--- config.mk ---
export PLATFORM = sky130hd
export DESIGN_NAME = uart_tx_arbiter
export DESIGN_NICKNAME = d
export VERILOG_FILES = /design/src/rtl/uart_tx_arbiter.sv
export SDC_FILE = /design/constraint.sdc
export NUM_CORES = 1
export LEC_CHECK = 0
export ABC_CLOCK_PERIOD_IN_PS = 1500
export CAP_MARGIN = 30
export CORE_ASPECT_RATIO = 0.5
export CORE_MARGIN = 3
export CORE_UTILIZATION = 40
export CTS_CLUSTER_DIAMETER = 30
export DETAILED_ROUTE_END_ITERATION = 6
export PLACE_DENSITY = 0.75
export SETUP_SLACK_MARGIN = 0.1
export SLEW_MARGIN = 20
export SYNTH_ARGS = -nofsm -noshare
export SYNTH_HDL_FRONTEND = slang
export SYNTH_SLANG_ARGS = --single-unit
export TNS_END_PERCENT = 30
--- constraint.sdc ---
create_clock -name sys_clk -period 1.5 [get_ports sys_clk]
set_clock_uncertainty 0.2 [all_clocks]
set_input_delay 0.225 -clock sys_clk [delete_from_list [all_inputs] [get_ports sys_clk]]
set_output_delay 0.225 -clock sys_clk [all_outputs]
set_load 0.01 [all_outputs]
--- src/rtl/uart_tx_arbiter.sv ---
// Round-robin arbiter sharing one uart_send transmitter among NUM_REQ byte sources.
// Optional packet lock (message-atomic arbitration) is enabled by defining UART_ARB_PKT_LOCK_EN.
module uart_tx_arbiter #(
    parameter int NUM_REQ   = 4,
    parameter int BUSY_WAIT = 4,
    parameter int CNT_W     = 16,
    localparam int ID_W     = $clog2(NUM_REQ)
) (
    input  logic                 sys_clk,
    input  logic                 sys_rst_n,
    input  logic [NUM_REQ-1:0]   req_valid,
    input  logic [NUM_REQ*8-1:0] req_data,
    input  logic [NUM_REQ-1:0]   req_last,
    output logic [NUM_REQ-1:0]   req_ready,
    output logic                 uart_en,
    output logic [7:0]           uart_din,
    input  logic                 uart_tx_busy,
    output logic [ID_W-1:0]      grant_id,
    output logic                 active,
    output logic [CNT_W-1:0]     byte_cnt,
    output logic                 timeout_err
);

    localparam int WAIT_W = $clog2(BUSY_WAIT + 1);

    typedef enum logic [1:0] {
        IDLE,
        ISSUE,
        WAIT_HI,
        WAIT_LO
    } state_t;

    state_t              state;
    state_t              state_d;
    logic [ID_W-1:0]     rr_ptr;
    logic [ID_W-1:0]     ptr_d;
    logic [WAIT_W-1:0]   wait_q;
    logic [WAIT_W-1:0]   wait_d;
    logic [7:0]          din_d;
    logic [ID_W-1:0]     gid_d;
    logic                en_d;
    logic [NUM_REQ-1:0]  ready_d;
    logic [CNT_W-1:0]    bcnt_d;
    logic                terr_d;
    logic                active_d;

    logic [NUM_REQ-1:0]  eligible;
    logic                found;
    logic [ID_W-1:0]     winner;
    int                  idx;

`ifdef UART_ARB_PKT_LOCK_EN
    logic lock_q;
    logic lock_d;
    logic last_q;
    logic last_d;

    // While locked, only the owner of the message in flight may be granted.
    assign eligible = lock_q ? (req_valid & (NUM_REQ'(1) << grant_id)) : req_valid;
`else
    logic unused_last;

    assign unused_last = ^req_last;
    assign eligible    = req_valid;
`endif

    // Search starts one past the last completed grant so every requester gets a turn.
    always_comb begin
        found  = 1'b0;
        winner = '0;
        idx    = 0;
        for (int k = 1; k <= NUM_REQ; k++) begin
            idx = (int'(rr_ptr) + k) % NUM_REQ;
            if (!found && eligible[ID_W'(idx)]) begin
                found  = 1'b1;
                winner = ID_W'(idx);
            end
        end
    end

    always_comb begin
        state_d = state;
        ptr_d   = rr_ptr;
        wait_d  = wait_q;
        din_d   = uart_din;
        gid_d   = grant_id;
        en_d    = 1'b0;
        ready_d = '0;
        bcnt_d  = byte_cnt;
        terr_d  = timeout_err;
`ifdef UART_ARB_PKT_LOCK_EN
        lock_d  = lock_q;
        last_d  = last_q;
`endif
        case (state)
            IDLE: begin
                if (found && !uart_tx_busy) begin
                    state_d = ISSUE;
                    din_d   = req_data[{winner, 3'b000} +: 8];
                    gid_d   = winner;
                    en_d    = 1'b1;
                    ready_d = NUM_REQ'(1) << winner;
`ifdef UART_ARB_PKT_LOCK_EN
                    lock_d  = ~req_last[winner];
                    last_d  = req_last[winner];
`endif
                end
            end
            ISSUE: begin
                state_d = WAIT_HI;
                wait_d  = '0;
            end
            WAIT_HI: begin
                if (uart_tx_busy) begin
                    state_d = WAIT_LO;
                end else if (wait_q == WAIT_W'(BUSY_WAIT - 1)) begin
                    // Transmitter never acknowledged the start pulse; give up on this byte.
                    state_d = IDLE;
                    terr_d  = 1'b1;
`ifdef UART_ARB_PKT_LOCK_EN
                    lock_d  = 1'b0;
`endif
                end else begin
                    wait_d = wait_q + WAIT_W'(1);
                end
            end
            WAIT_LO: begin
                if (!uart_tx_busy) begin
                    state_d = IDLE;
                    bcnt_d  = byte_cnt + CNT_W'(1);
`ifdef UART_ARB_PKT_LOCK_EN
                    if (last_q) begin
                        ptr_d  = grant_id;
                        lock_d = 1'b0;
                    end
`else
                    ptr_d   = grant_id;
`endif
                end
            end
            default: state_d = IDLE;
        endcase
        active_d = (state_d != IDLE);
    end

    // Every output is a flop loaded from its next-state value.
    always_ff @(posedge sys_clk) begin
        if (!sys_rst_n) begin
            state       <= IDLE;
            rr_ptr      <= ID_W'(NUM_REQ - 1);
            wait_q      <= '0;
            uart_din    <= '0;
            grant_id    <= '0;
            uart_en     <= 1'b0;
            req_ready   <= '0;
            byte_cnt    <= '0;
            timeout_err <= 1'b0;
            active      <= 1'b0;
`ifdef UART_ARB_PKT_LOCK_EN
            lock_q      <= 1'b0;
            last_q      <= 1'b0;
`endif
        end else begin
            state       <= state_d;
            rr_ptr      <= ptr_d;
            wait_q      <= wait_d;
            uart_din    <= din_d;
            grant_id    <= gid_d;
            uart_en     <= en_d;
            req_ready   <= ready_d;
            byte_cnt    <= bcnt_d;
            timeout_err <= terr_d;
            active      <= active_d;
`ifdef UART_ARB_PKT_LOCK_EN
            lock_q      <= lock_d;
            last_q      <= last_d;
`endif
        end
    end

endmodule
### Word-level counts from Yosys, hierarchy flattened

Cells that the tools add are included.

| operators by class | value |
|---|---|
| add/subtract/negate cells | 6 |
| multiply operators | 0 |
| div/mod/pow operators | 0 |
| magnitude comparators | 4 |
| equality and inequality tests | 6 |
| shift-type cells | 2 |
| multiplexer cells | 29 |
| bitwise logic cells | 1 |
| reduce and logical (&&, ||, !) cells | 17 |

Operators with widths:

| operator | count |
|---|---|
| variable part select 32 x 6 -> 8 bit | 1 |
| adder 16 x 1 -> 16 bit, second input constant | 1 |
| < comparator 2 x 4 -> 1 bit, second input constant | 4 |
| two-way mux 2 bit | 8 |
| two-way mux 1 bit | 13 |
| AND reduction 3 bit | 3 |
| binary-select mux 1 bit (select 2 bit) | 4 |
| one-hot mux 2 bit (4 select lines) | 1 |
| two-way mux 3 bit | 2 |
| one-hot mux 3 bit (2 select lines) | 1 |
| AND reduction 2 bit | 3 |
| adder 2 x 1 -> 2 bit, second input constant | 2 |
| adder 2 bit, second input constant | 2 |
| equality test 2 bit, second input constant | 2 |
| logical AND 1 bit | 4 |
| logical NOT 1 bit | 4 |
| != test 2 bit, second input constant | 2 |
| nonzero test 2 bit | 2 |
| << shifter 1 x 2 -> 4 bit, first input constant | 1 |
| adder 3 x 1 -> 3 bit, second input constant | 1 |
| equality test 3 x 2 -> 1 bit, second input constant | 1 |
| equality test 2 x 1 -> 1 bit, second input constant | 1 |
| logical NOT 2 bit | 1 |
| inverter 1 bit | 1 |

| storage, ports and cells | value |
|---|---|
| flip-flop bits (word level) | 40 |
| latch bits | 0 |
| bits in writable memories | 0 |
| bits in read-only memories | 0 |
| output and inout port bits | 33 |
| logic and storage cells | 75 |
| memories | 0 |

### Logic depth before layout (Yosys ltp)

| logic depth | value |
|---|---|
| depth after elaboration | 18 |
| depth in mapped cells | 8 |
| depth with buffers taken out | 7 |

### Worst setup path after synthesis

Ideal clock, no wire load.

| timing path | value |
|---|---|
| kind | flip-flop to flip-flop |
| from | register byte_cnt[0] |
| to | register byte_cnt[12] |
| arrival time | 1.450 ns |
| required time | 1.172 ns |
| path slack | -0.277 ns |
| cell stages (with the launch flop) | 7 |
| buffers on the path | 0 |
| clock period less this slack | 1.777 ns |
| cells stage by stage | dfxtp_1 ha_1 nand4b_1 nor3_1 nand4_1 xor2_1 nor2_1 |

| between the ends | value |
|---|---|
| word-level cells in the longest chain between the ends | 1 |

Ends and longest elaborated chain:

| what | line | RTL |
|---|---|---|
| start, declared | 20 | `output logic [CNT_W-1:0] byte_cnt,` |
| start signal, assigned | 171 | `byte_cnt <= bcnt_d;` |
| adder 16 x 1 -> 16 bit | 130 | `bcnt_d = byte_cnt + CNT_W'(1);` |

Every way passes these cells.
A chain may end at the register's enable or synchronous reset.

### Final worst setup path

| timing path | value |
|---|---|
| from | register rr_ptr[1] |
| to | register uart_din[7] |

| between the ends | value |
|---|---|
| word-level cells in the longest chain between the ends | 16 |
| elaborated cells between the ends (all ways) | 33 |
| classes of those cells | add/sub: 4; shift: 1; mux: 20; reduce/logical: 8 |

Ends and longest elaborated chain:

| what | line | RTL |
|---|---|---|
| start, declared | 35 | `logic [ID_W-1:0] rr_ptr;` |
| start signal, assigned | 150 | `rr_ptr <= ID_W'(NUM_REQ - 1);` |
| start signal, assigned | 165 | `rr_ptr <= ptr_d;` |
| parallel branches: the longest is 16 deep, another holds adder 2 x 1 -> 2 bit | n/a |  |
| end signal, assigned | 167 | `uart_din <= din_d;` |
| end, declared | 16 | `output logic [7:0] uart_din,` |

Parallel ways; which one is timed is not known. The select of a mux whose other input is x is not followed.

==> results.tsv <==
stage	metric	value	unit
critical_path	critPathRequiredTime	1480	ps
routing	wire_per_inst	14.7	um
floorplanning	die_area	6140	um2
cells_and_area	num-fill-cells	333	
logic_synthesis	synth-edff-count	0	
critical_path	cp.arrival	1750	ps
clock_tree	cts.reportedPaths.clkPinSlew	80	ps
sta	fin_ws	-268	ps
logic_synthesis	yosysSeqAreaShare	38.6	%
sta	finalHoldViolCount	0	
global_route	antenna_found_initial	0	
sta	maxSlewViolCount	0	
cells_and_area	final_nets	409	
run_status	status	finished with violations	
cells_and_area	syn_to_final_growth	71.1	%
clock_tree	clockBufferDepth	2	
clock_tree	cts_tree	done	
clock_tree	h-tree-depth	2	
power_and_ir_drop	vdd_drop_max	0.441	mV
routing	post-route-drc-count	0	
critical_path	path_class	reg2reg	
run_status	violations	setup timing	
hold_path	hold_path.class	in2reg	
critical_path	worst_setup_path_start_kind	register	
logic_synthesis	synth_cell_types	39	
power_and_ir_drop	p_per_area	683	nW/um2
logic_synthesis	post_synth_main_area_contributors	dfxtp_1 39%, nand3_1 7.7%, a211oi_1 5.8%	
clock_tree	cts-root-buf	clkbuf_8	
critical_path	endpoint_kind	register	
place	port_buffers	71	
logic_synthesis	yosysTopAreaCellShare	38.6	%
sta	hold_slack	211	ps
place	place.gp.congestion	0.893	
logic_synthesis	yosysTopAreaCell	dfxtp_1	
sta	worst_pin_slew	344	ps
floorplanning	num_io_pins	76	
logic_synthesis	synth_flop_cell	dfxtp_1	
global_route	gr-usage-all-layers	20.7	%
routing	drtIter0Drc	72	
floorplanning	core_region_area	4680	um2
clock_tree	hold_buffers	0	
global_route	overflow	0	
sta	final-setup-viol-count	27	
job	maxCapViolCount	0	
floorplanning	start_util	44.3	%
clock_tree	clkLatencyLatePin	300	ps
sta	maxSlewHeadroom	76.9	%
routing	wl	6340	um
routing	firstDrtPassIters	4	
logic_synthesis	async_reset_ff_share	0	%
routing	ant_nets	0	
cells_and_area	post-route-util	75.9	%
cells_and_area	antennaDiodeCount	0	
global_route	grt_pass1_wl	10200	um
sta	finalCritPeriodShare	118	%
logic_synthesis	syn-cell-area	2070	um2
global_route	grt_pass1_vias	2215	
floorplanning	floorplan.die.width	108	um
cells_and_area	final_area	3550	um2
sta	fin_crit	1770	ps
cells_and_area	drive_above_1_share	34.9	%
floorplanning	die_y	56.9	um
global_route	grt_max_degree	21	
logic_synthesis	ys_seq_elements	40	
routing	viasPerCell	5.15	
sta	rsz0062_at_grt	true	
floorplanning	rows	17	
logic_synthesis	synth_fp_nets	294	
logic_synthesis	synth_area_per_cell	8.36	um2
logic_synthesis	yosys_warnings	0	
logic_synthesis	netlist_instances	248	
sta	fmax	566	MHz
place	place_area	3120	um2
power_and_ir_drop	p_leak	0.00153	uW
critical_path	cp_max_fo	7	
clock_tree	cts_made_buffers	5	
clock_tree	cts.sinks	40	
routing	vias	2216	
place	dp_hpwl	4210	um
[final timing paths]
kind / from / endpoint / slack [ps] / cells past startpoint
worst max-delay path: rr_ptr[1] / uart_din[7] / -270 / 6
worst min-delay path: req_valid[0] / grant_id[0] / 210 / 4
worst max register to register: rr_ptr[1] / uart_din[7] / -270 / 6
worst min register to register: timeout_err / timeout_err / 290 / 2
[metal layers]
layer	GRT usage [%]	wire length, um
met1	24.8	2640
met2	35.6	3210
met4	8.63	140
met3	5.17	347
met5	0	0
[repair_timing]
item | CTS | global route
endpoints found under the setup margin | 67 | 45
resized for setup | 109 | 38
gates cloned | 3 | 0
setup buffers | 6 | 3
pin swaps | 24 | 13
[Yosys cell counts, types with 4 or more instances]
cell / n
dfxtp_1: 40
nand3_1: 32
nor2_1: 27
inv_1: 22
a211oi_1: 16
nand2_1: 14
nand4_1: 11
xor2_1: 10
mux2i_1: 9
a21oi_1: 5
xnor2_1: 5
buf_2: 4
buf_4: 4
nand2b_1: 4
nor3_1: 4
[final cells by class]
type / count / area (um2) / share of cell area (%)
Clock buffer: 5 / 68.8 / 1.94
Timing Repair Buffer: 122 / 1090 / 30.8
Inverter: 22 / 82.6 / 2.33
Tap cell: 66 / 82.6 / 2.33
Multi-Input combinational cell: 172 / 1370 / 38.7
Sequential cell: 40 / 828 / 23.3
Clock inverter: 3 / 18.8 / 0.529
[logic make-up after synthesis]
kind of cell	Yosys count	share of synthesized area (%)
simple gates	109	27.3
buf+inv	37	8.75
fa+ha+maj	3	1.81
compound gates	35	12.8
xor+xnor	15	6.33
mux	9	4.34
flops	40	38.6
[state kept, by name, summed over array words and instances, names as in the netlist, 2 cells and up]
| register | cells |
|---|---|
| uart_din | 8 |
| grant_id | 2 |
| wait_q | 3 |
| rr_ptr | 2 |
| req_ready | 4 |
| byte_cnt | 16 |
| state | 2 |
[critical path, stage by stage, from the launching register on]
cell and delay, ps:
dfxtp_2 350, mux2i_1 200, o22ai_1 110, o21ba_4 280, buf_12 150, mux2i_4 240
nand4_1 110
[cells in the final DEF (no fill, tap or decap), drive strengths merged, types with 4 or more instances in the layout]
cell type      netlist  layout
a211oi              16      16
a21oi                5       5
buf                 12      58
clkbuf               3       7
clkdlybuf4s15        0       6
clkdlybuf4s50        0      33
dfxtp               40      40
dlygate4sd2          0      23
inv                 22      22
mux2i                9       9
nand2               14      14
nand2b               4       4
nand3               32      32
nand4               11      11
nor2                27      27
nor3                 5       5
xnor2                5       5
xor2                10      10
[power by group]
group	switching, uW	leakage (uW)	internal, uW
Combinational	256	0.00116	298
Sequential	30.9	0.000331	1100
Clock	415	0.0000378	321
Total	702	0.00153	1720
[per-stage QoR]
step | total power, uW | instances | setup slack [ps] | TNS, ps
after global routing | 2530 | 430 | -333 | -5400
after CTS | 2390 | 427 | -226 | -2390
after global placement | 1630 | 410 | -713 | -18270
after detailed placement | 1640 | 410 | -812 | -19580
after floorplan | 1370 | 248 | -139 | -1690
final | 2420 | 430 | -268 | -2960
No activity file was read; power rests on OpenSTA's default activity.
